File: config.mk
export PLATFORM = sky130hd
export DESIGN_NAME = image_pixel_streamer
export DESIGN_NICKNAME = d
export VERILOG_FILES = /design/src/rtl/image_pixel_streamer.sv
export SDC_FILE = /design/constraint.sdc
export NUM_CORES = 1
export LEC_CHECK = 0
export ABC_AREA = 1
export BUFFER_PORTS_ARGS = -buffer_cell sky130_fd_sc_hd__buf_2
export CORE_MARGIN = 5
export CORE_UTILIZATION = 55
export CTS_BUF_LIST = sky130_fd_sc_hd__clkbuf_4 sky130_fd_sc_hd__clkbuf_8 sky130_fd_sc_hd__clkbuf_16
export CTS_CLUSTER_SIZE = 25
export DETAILED_ROUTE_END_ITERATION = 12
export PLACE_DENSITY = 0.83
export SLEW_MARGIN = 20
export SYNTH_ARGS = -nofsm -noshare
export SYNTH_HDL_FRONTEND = slang
export SYNTH_SLANG_ARGS = --single-unit
export TNS_END_PERCENT = 1
File: constraint.sdc
create_clock -name clk -period 7.92 [get_ports clk]
set_clock_uncertainty 0.1 [all_clocks]
set_input_delay 1.584 -clock clk [delete_from_list [all_inputs] [get_ports clk]]
set_output_delay 1.584 -clock clk [all_outputs]
set_load 0.05 [all_outputs]
File: src/rtl/image_pixel_streamer.sv
// rtl/image_pixel_streamer.sv - fetches a packed 8-bit image and streams one signed pixel per cycle
module image_pixel_streamer #(
    parameter int TOTAL_PIXELS = 1024,
    parameter int READ_LATENCY = 2,
    parameter int ADDR_W       = 32
) (
    input  logic                            clk,
    input  logic                            rst,
    input  logic                            start,
    input  logic [ADDR_W-1:0]               base_addr,
    output logic [ADDR_W-1:0]               mem_addr,
    output logic                            mem_read,
    input  logic [31:0]                     mem_rdata,
    output logic                            pixel_valid,
    output logic signed [7:0]               pixel_out,
    output logic                            busy,
    output logic                            done,
    output logic [$clog2(TOTAL_PIXELS):0]   pixel_count
);

    localparam int PTR_W = $clog2(TOTAL_PIXELS);
    localparam int CNT_W = $clog2(TOTAL_PIXELS) + 1;

    typedef enum logic [1:0] {
        IDLE,
        FETCH,
        DRAIN,
        DONE_S
    } state_t;

    state_t                               state;
    logic [ADDR_W-1:0]                    base_latched;
    logic [PTR_W-1:0]                     ptr;
    logic [PTR_W-1:0]                     next_ptr;
    logic [ADDR_W-1:0]                    next_offset;
    logic                                 last_ptr;
    logic                                 tags_empty;
    logic [READ_LATENCY-1:0]              tag_valid;
    logic [READ_LATENCY-1:0][1:0]         tag_sel;
    logic [7:0]                           aligned_byte;

    // Next request address: the word holding the following pixel (low two bits cleared).
    always_comb begin
        next_ptr    = ptr + PTR_W'(1);
        next_offset = ADDR_W'(next_ptr) & ~ADDR_W'(3);
        last_ptr    = (ptr == PTR_W'(TOTAL_PIXELS - 1));
        tags_empty  = ~|tag_valid;
    end

    // Little-endian byte pick driven by the tag that lines up with the returning read data.
    always_comb begin
        aligned_byte = mem_rdata[7:0];
        case (tag_sel[READ_LATENCY-1])
            2'd0:    aligned_byte = mem_rdata[7:0];
            2'd1:    aligned_byte = mem_rdata[15:8];
            2'd2:    aligned_byte = mem_rdata[23:16];
            default: aligned_byte = mem_rdata[31:24];
        endcase
    end

    // Tag pipeline: follows each request through the bridge so in-flight reads can be matched.
    always_ff @(posedge clk) begin
        if (rst) begin
            tag_valid <= '0;
            tag_sel   <= '0;
        end else begin
            tag_valid[0] <= mem_read;
            tag_sel[0]   <= ptr[1:0];
            for (int i = 1; i < READ_LATENCY; i++) begin
                tag_valid[i] <= tag_valid[i-1];
                tag_sel[i]   <= tag_sel[i-1];
            end
        end
    end

    // Control FSM with registered request, pixel and status outputs.
    always_ff @(posedge clk) begin
        if (rst) begin
            state        <= IDLE;
            base_latched <= '0;
            ptr          <= '0;
            mem_addr     <= '0;
            mem_read     <= 1'b0;
            pixel_valid  <= 1'b0;
            pixel_out    <= '0;
            busy         <= 1'b0;
            done         <= 1'b0;
            pixel_count  <= '0;
        end else begin
            done        <= 1'b0;
            pixel_valid <= tag_valid[READ_LATENCY-1];
            if (tag_valid[READ_LATENCY-1]) begin
                pixel_out <= aligned_byte;
                if (pixel_count != CNT_W'(TOTAL_PIXELS)) begin
                    pixel_count <= pixel_count + CNT_W'(1);
                end
            end

            case (state)
                IDLE: begin
                    if (start) begin
                        state        <= FETCH;
                        base_latched <= base_addr & ~ADDR_W'(3);
                        ptr          <= '0;
                        pixel_count  <= '0;
                        mem_addr     <= base_addr & ~ADDR_W'(3);
                        mem_read     <= 1'b1;
                        busy         <= 1'b1;
                    end
                end
                FETCH: begin
                    if (last_ptr) begin
                        state    <= DRAIN;
                        mem_read <= 1'b0;
                    end else begin
                        ptr      <= next_ptr;
                        mem_addr <= base_latched + next_offset;
                    end
                end
                DRAIN: begin
                    // Last pixel is on the output this cycle once nothing remains in flight.
                    if (tags_empty && pixel_valid) begin
                        state <= DONE_S;
                        done  <= 1'b1;
                        busy  <= 1'b0;
                    end
                end
                default: begin
                    state <= IDLE;
                end
            endcase
        end
    end

endmodule

# Word-level counts from Yosys, hierarchy flattened
# Cells that the tools add are included.
totals:
  romBits: 0
  out_inout_bits: 55
  latch_bits: 0
  memories: 0
  word_cells: 61
  mem_bits_rw: 0
  ff_bits: 103
classes:
  n_eq_ne: 10
  addsub: 3
  order_cmp: 0
  div_mod_pow: 0
  n_mux: 21
  bitwise_logic: 1
  n_reduce_logical: 13
  shift: 0
  mul: 0
op_table:
  columns: ["cell", "n"]
  rows:
  - ["$mux 32", 2]
  - ["$pmux 32 s2", 1]
  - ["$mux 11", 4]
  - ["$add 32x10->32", 1]
  - ["$pmux 8 s3", 1]
  - ["$mux 10", 2]
  - ["$pmux 10 s2", 1]
  - ["$reduce_and 3->1", 4]
  - ["$add 11x1->11 const B", 1]
  - ["$ne 11x11->1 const B", 1]
  - ["$add 10x1->10 const B", 1]
  - ["$eq 10x10->1 const B", 1]
  - ["$ne 2x2->1 const B", 4]
  - ["$mux 2", 3]
  - ["$pmux 2 s3", 1]
  - ["$eq 2x1->1 const B", 2]
  - ["$eq 2x2->1 const B", 2]
  - ["$logic_not 2->1", 2]
  - ["$mux 1", 4]
  - ["$pmux 1 s2", 2]
  - ["$reduce_bool 2->1", 2]
  - ["$reduce_or 2->1", 2]
  - ["$reduce_and 2->1", 1]
  - ["$logic_and 1x1->1", 1]
  - ["other kinds (2)", 2]

# Longest topological paths before layout
logic_depth:
  ltp_word: 5
  mapped_depth: 20

# Worst setup path after synthesis
# No wires, ideal clock.
synth_path:
  path_type: "input-to-reg"
  start: "input rst"
  end: "register mem_addr[14]"
  required_time_ns: 7.711
  path_buffers: 2
  setup_slack_ns: 5.299
  setup_ns: 0.109
  stages: 5
  arrival_ns: 2.412
  cell_sequence: "clkbuf_1 > buf_1 > nor2_1 > nand2_1 > inv_1"
synth_lines:
  columns: ["element", "line_no", "text"]
  rows:
  - ["start, declared", "8", "input logic rst,"]
  - ["end signal, assigned", "106", "mem_addr <= base_addr & ~ADDR_W'(3);"]
  - ["end signal, assigned", "117", "mem_addr <= base_latched + next_offset;"]
  - ["end, declared", "11", "output logic [ADDR_W-1:0] mem_addr,"]

# Final worst setup path
layout_path:
  start: "input start"
  end: "register pixel_count[5]"
layout_between:
  elab_chain_len: 2
layout_lines:
  columns: ["element", "line_no", "text"]
  rows:
  - ["start, declared", "9", "input logic start,"]
  - ["$mux 11", "101", "if (start) begin"]
  - ["$mux 11", "99", "case (state)"]
  - ["end signal, assigned", "95", "pixel_count <= pixel_count + CNT_W'(1);"]
  - ["end, declared", "18", "output logic [$clog2(TOTAL_PIXELS):0] pixel_count"]
# Every way passes these cells.
# A chain may end at the register's enable or synchronous reset.

==> load_flow_metrics.sql <==
INSERT INTO impl_metrics (metric_group, metric, value, unit) VALUES
('timing', 'hold_slack', '0.309', 'ns'),
('global_routing', 'initial_antenna_violation_count', '0', ''),
('timing', 'timing.max_slew.rel_slack', '39.6', '%'),
('hold_path', 'holdPathEnd', 'tag_sel[3]', ''),
('timing', 'finalCriticalPeriod', '3.35', 'ns'),
('die', 'fp.dieH', '111', 'um'),
('drt', 'post_route_drc', '0', ''),
('worst_setup_path', 'timing.reg2reg.worst_path_depth', '11', ''),
('worst_setup_path', 'critPathRequiredTime', '8.11', 'ns'),
('drt', 'route.detailed.wl_per_inst', '13.6', 'um'),
('worst_setup_path', 'crit_path_top_delay_cell', 'sky130_fd_sc_hd__nor2_1', ''),
('die', 'dieArea', '0.0124', 'mm^2'),
('die', 'core.rowCount', '37', ''),
('die', 'pin_count', '122', ''),
('global_routing', 'globalRoute.totalOverflow', '0', ''),
('worst_setup_path', 'crit_start', 'start', ''),
('synthesis', 'synth_ff_type', 'sky130_fd_sc_hd__dfxtp_1', ''),
('timing', 'worst_slew_pin_slew', '0.905', 'ns'),
('worst_setup_path', 'critical_path.startpoint_type', 'primary input', ''),
('synthesis', 'synthDistinctLibCells', '40', ''),
('global_routing', 'grt_max_degree', '59', ''),
('synthesis', 'synth.ff_latch_count', '101', ''),
('global_routing', 'globalRouteTotalUtil', '24.1', '%'),
('cells_and_area', 'mostFrequentLayoutCells', 'sky130_fd_sc_hd__nand2_1, sky130_fd_sc_hd__nor2_1, sky130_fd_sc_hd__buf_2', ''),
('die', 'die_x', '111', 'um'),
('clock_network', 'tritoncts', 'yes', ''),
('pwr', 'power.ir.vdd_worst', '0.000288', 'V'),
('drt', 'dr_total_vias', '5747', ''),
('synthesis', 'ys_warn_count', '0', ''),
('drt', 'postRouteAntennaNets', '0', ''),
('cells_and_area', 'final_common_cell', 'sky130_fd_sc_hd__nand2_1', ''),
('timing', 'rsz0062_at_grt', 'false', ''),
('placement', 'placedCellCount', '1084', ''),
('hold_path', 'hold_removal_path_class', 'reg2reg', ''),
('synthesis', 'synth.cell_area', '0.00563', 'mm^2'),
('synthesis', 'synth_sequential_area_ratio', '35.9', '%'),
('timing', 'fin_crit_sh', '42.3', '%'),
('drt', 'route.detailed.vias_per_inst', '5.22', ''),
('worst_setup_path', 'worstReg2RegStart', 'state[1]', ''),
('synthesis', 'netlist_instances', '861', ''),
('die', 'area_inside_the_core_boundary', '0.0101', 'mm^2'),
('drt', 'totalWireLength', '14.9', 'mm'),
('worst_setup_path', 'critPathTopFamily', 'buffers and inverters', ''),
('timing', 'slew_violations', '0', ''),
('clock_network', 'clk_lat_worst_skew', '0.38', 'ns'),
('timing', 'timing.setup.tns', '0', 'ns'),
('drt', 'number_of_iterations_in_the_first_detailed_routing_pass', '5', ''),
('clock_network', 'clkSinkCount', '101', ''),
('synthesis', 'share_of_flip_flops_with_an_asynchronous_set_or_reset_after_synthesis', '0', '%'),
('pwr', 'power_per_cell_area', '328', 'mW/mm^2'),
('worst_setup_path', 'crit_chain', 'buf_2 -> nand2_1 -> buf_4 -> inv_1 -> nor2_1 -> inv_1 -> a211oi_1', ''),
('outcome', 'run_status', 'completed', ''),
('worst_setup_path', 'worst-r2r-setup-slack', '4.57', 'ns'),
('clock_network', 'cts_buffers', '9', ''),
('clock_network', 'cts.repair_timing.setup_buffer_count', '0', ''),
('clock_network', 'cts_root_buffer', 'sky130_fd_sc_hd__clkbuf_8', ''),
('placement', 'port_buffers', '117', ''),
('worst_setup_path', 'worst-path-max-fanout', '41', ''),
('cells_and_area', 'flow.area_growth_from_synthesis', '14.5', '%'),
('clock_network', 'clock_tree.htree_level_count', '3', ''),
('job', 'timing.max_cap.violations', '0', ''),
('clock_network', 'ctsLongestPathBuffers', '2', ''),
('drt', 'first_iter_violations', '341', ''),
('pwr', 'leakagePower', '3.03', 'nW'),
('cells_and_area', 'design.final.nets', '1041', ''),
('worst_setup_path', 'slowest_delay', '0.46', 'ns'),
('die', 'initial_core_util', '55.5', '%'),
('hold_path', 'hold_path_startpoint', 'tag_sel[1]', ''),
('placement', 'place.gp.congestion', '0.924', ''),
('global_routing', 'grt_pass1_vias', '5436', ''),
('worst_setup_path', 'critPathCaptureType', 'register', '');
[worst max-delay path by stage]
stage | endpoint | cells after the start
4_1_cts | pixel_count[5] | 7
2_1_floorplan | mem_addr[14] | 5
5_1_grt | mem_addr[7] | 11
6_report | pixel_count[5] | 7
3_3_place_gp | pixel_count[6] | 7
3_5_place_dp | pixel_count[5] | 7
[state kept, by name, indices dropped and copies added (netlist names)]
register,count
done,1
tag_sel,4
mem_read,1
state,2
tag_valid,2
pixel_out,8
pixel_count,11
ptr,10
busy,1
base_latched,30
mem_addr,30
pixel_valid,1
[where the power goes]
group          switching, mW  internal, mW  total [mW]
Sequential             0.107         0.653       0.760
Clock                  0.182         0.177       0.359
Combinational          0.727         0.270       0.996
Total                   1.02          1.10        2.11
[cell usage after synthesis, types with 5 or more instances]
| master | number | area [um^2] |
|---|---|---|
| sky130_fd_sc_hd__a31oi_1 | 9 | 56.3 |
| sky130_fd_sc_hd__clkbuf_1 | 19 | 71.3 |
| sky130_fd_sc_hd__buf_6 | 5 | 56.3 |
| sky130_fd_sc_hd__a221oi_1 | 8 | 70.1 |
| sky130_fd_sc_hd__ha_1 | 14 | 175 |
| sky130_fd_sc_hd__dfxtp_1 | 101 | 2020 |
| sky130_fd_sc_hd__nor3_1 | 6 | 30.0 |
| sky130_fd_sc_hd__nand3_1 | 56 | 280 |
| sky130_fd_sc_hd__o21ai_0 | 59 | 295 |
| sky130_fd_sc_hd__o21ai_1 | 8 | 40.0 |
| sky130_fd_sc_hd__nor2_1 | 129 | 484 |
| sky130_fd_sc_hd__xor2_1 | 13 | 114 |
| sky130_fd_sc_hd__a21oi_1 | 68 | 340 |
| sky130_fd_sc_hd__nand2_1 | 207 | 777 |
| sky130_fd_sc_hd__nand4_1 | 8 | 50.1 |
| sky130_fd_sc_hd__a211oi_2 | 6 | 75.1 |
| sky130_fd_sc_hd__inv_1 | 99 | 372 |
| sky130_fd_sc_hd__buf_1 | 5 | 18.8 |
[layout make-up]
type,count,area (um^2)
Sequential cell,101,2020
Multi-Input combinational cell,625,3040
Fill cell,948,3690
Inverter,102,385
Tap cell,136,170
Clock buffer,9,124
Timing Repair Buffer,120,608
Antenna cell,1,2.50
Clock inverter,6,87.6
[routing by layer]
layer / wire (um) / GRT usage [%]
met1: 6570 / 29.2
met4: 393 / 9.73
met2: 7120 / 41.9
met5: 0 / 0
met3: 837 / 4.64
[per-stage QoR]
step | setup slack [ns] | power (mW) | area (um^2) | utilization (%)
3_5_place_dp | 4.19 | 1.76 | 6230 | 61.4
3_3_place_gp | 4.24 | 1.75 | 6230 | 61.4
6_report | 4.57 | 2.11 | 6440 | 63.6
4_1_cts | 4.58 | 2.12 | 6440 | 63.5
2_1_floorplan | 5.30 | 1.55 | 5630 | -
5_1_grt | 4.27 | 2.27 | 6440 | 63.5
[worst min-delay path: cells and delay by family (launching register included)]
family | cells | cell delay (ns)
buf+inv | 1 | 0.04
flops | 1 | 0.31
simple gates | 1 | 0.03
[logic make-up after synthesis]
kind of cell    count (synthesis)  share of synthesized area [%]
compound gates                166                           16.7
xor+xnor                       15                           2.33
fa+ha+maj                      15                           3.47
buf+inv                       136                           10.1
flops                         101                           35.9
other cells                     1                         0.0666
simple gates                  427                           31.5
No activity file was read; power rests on OpenSTA's default activity.
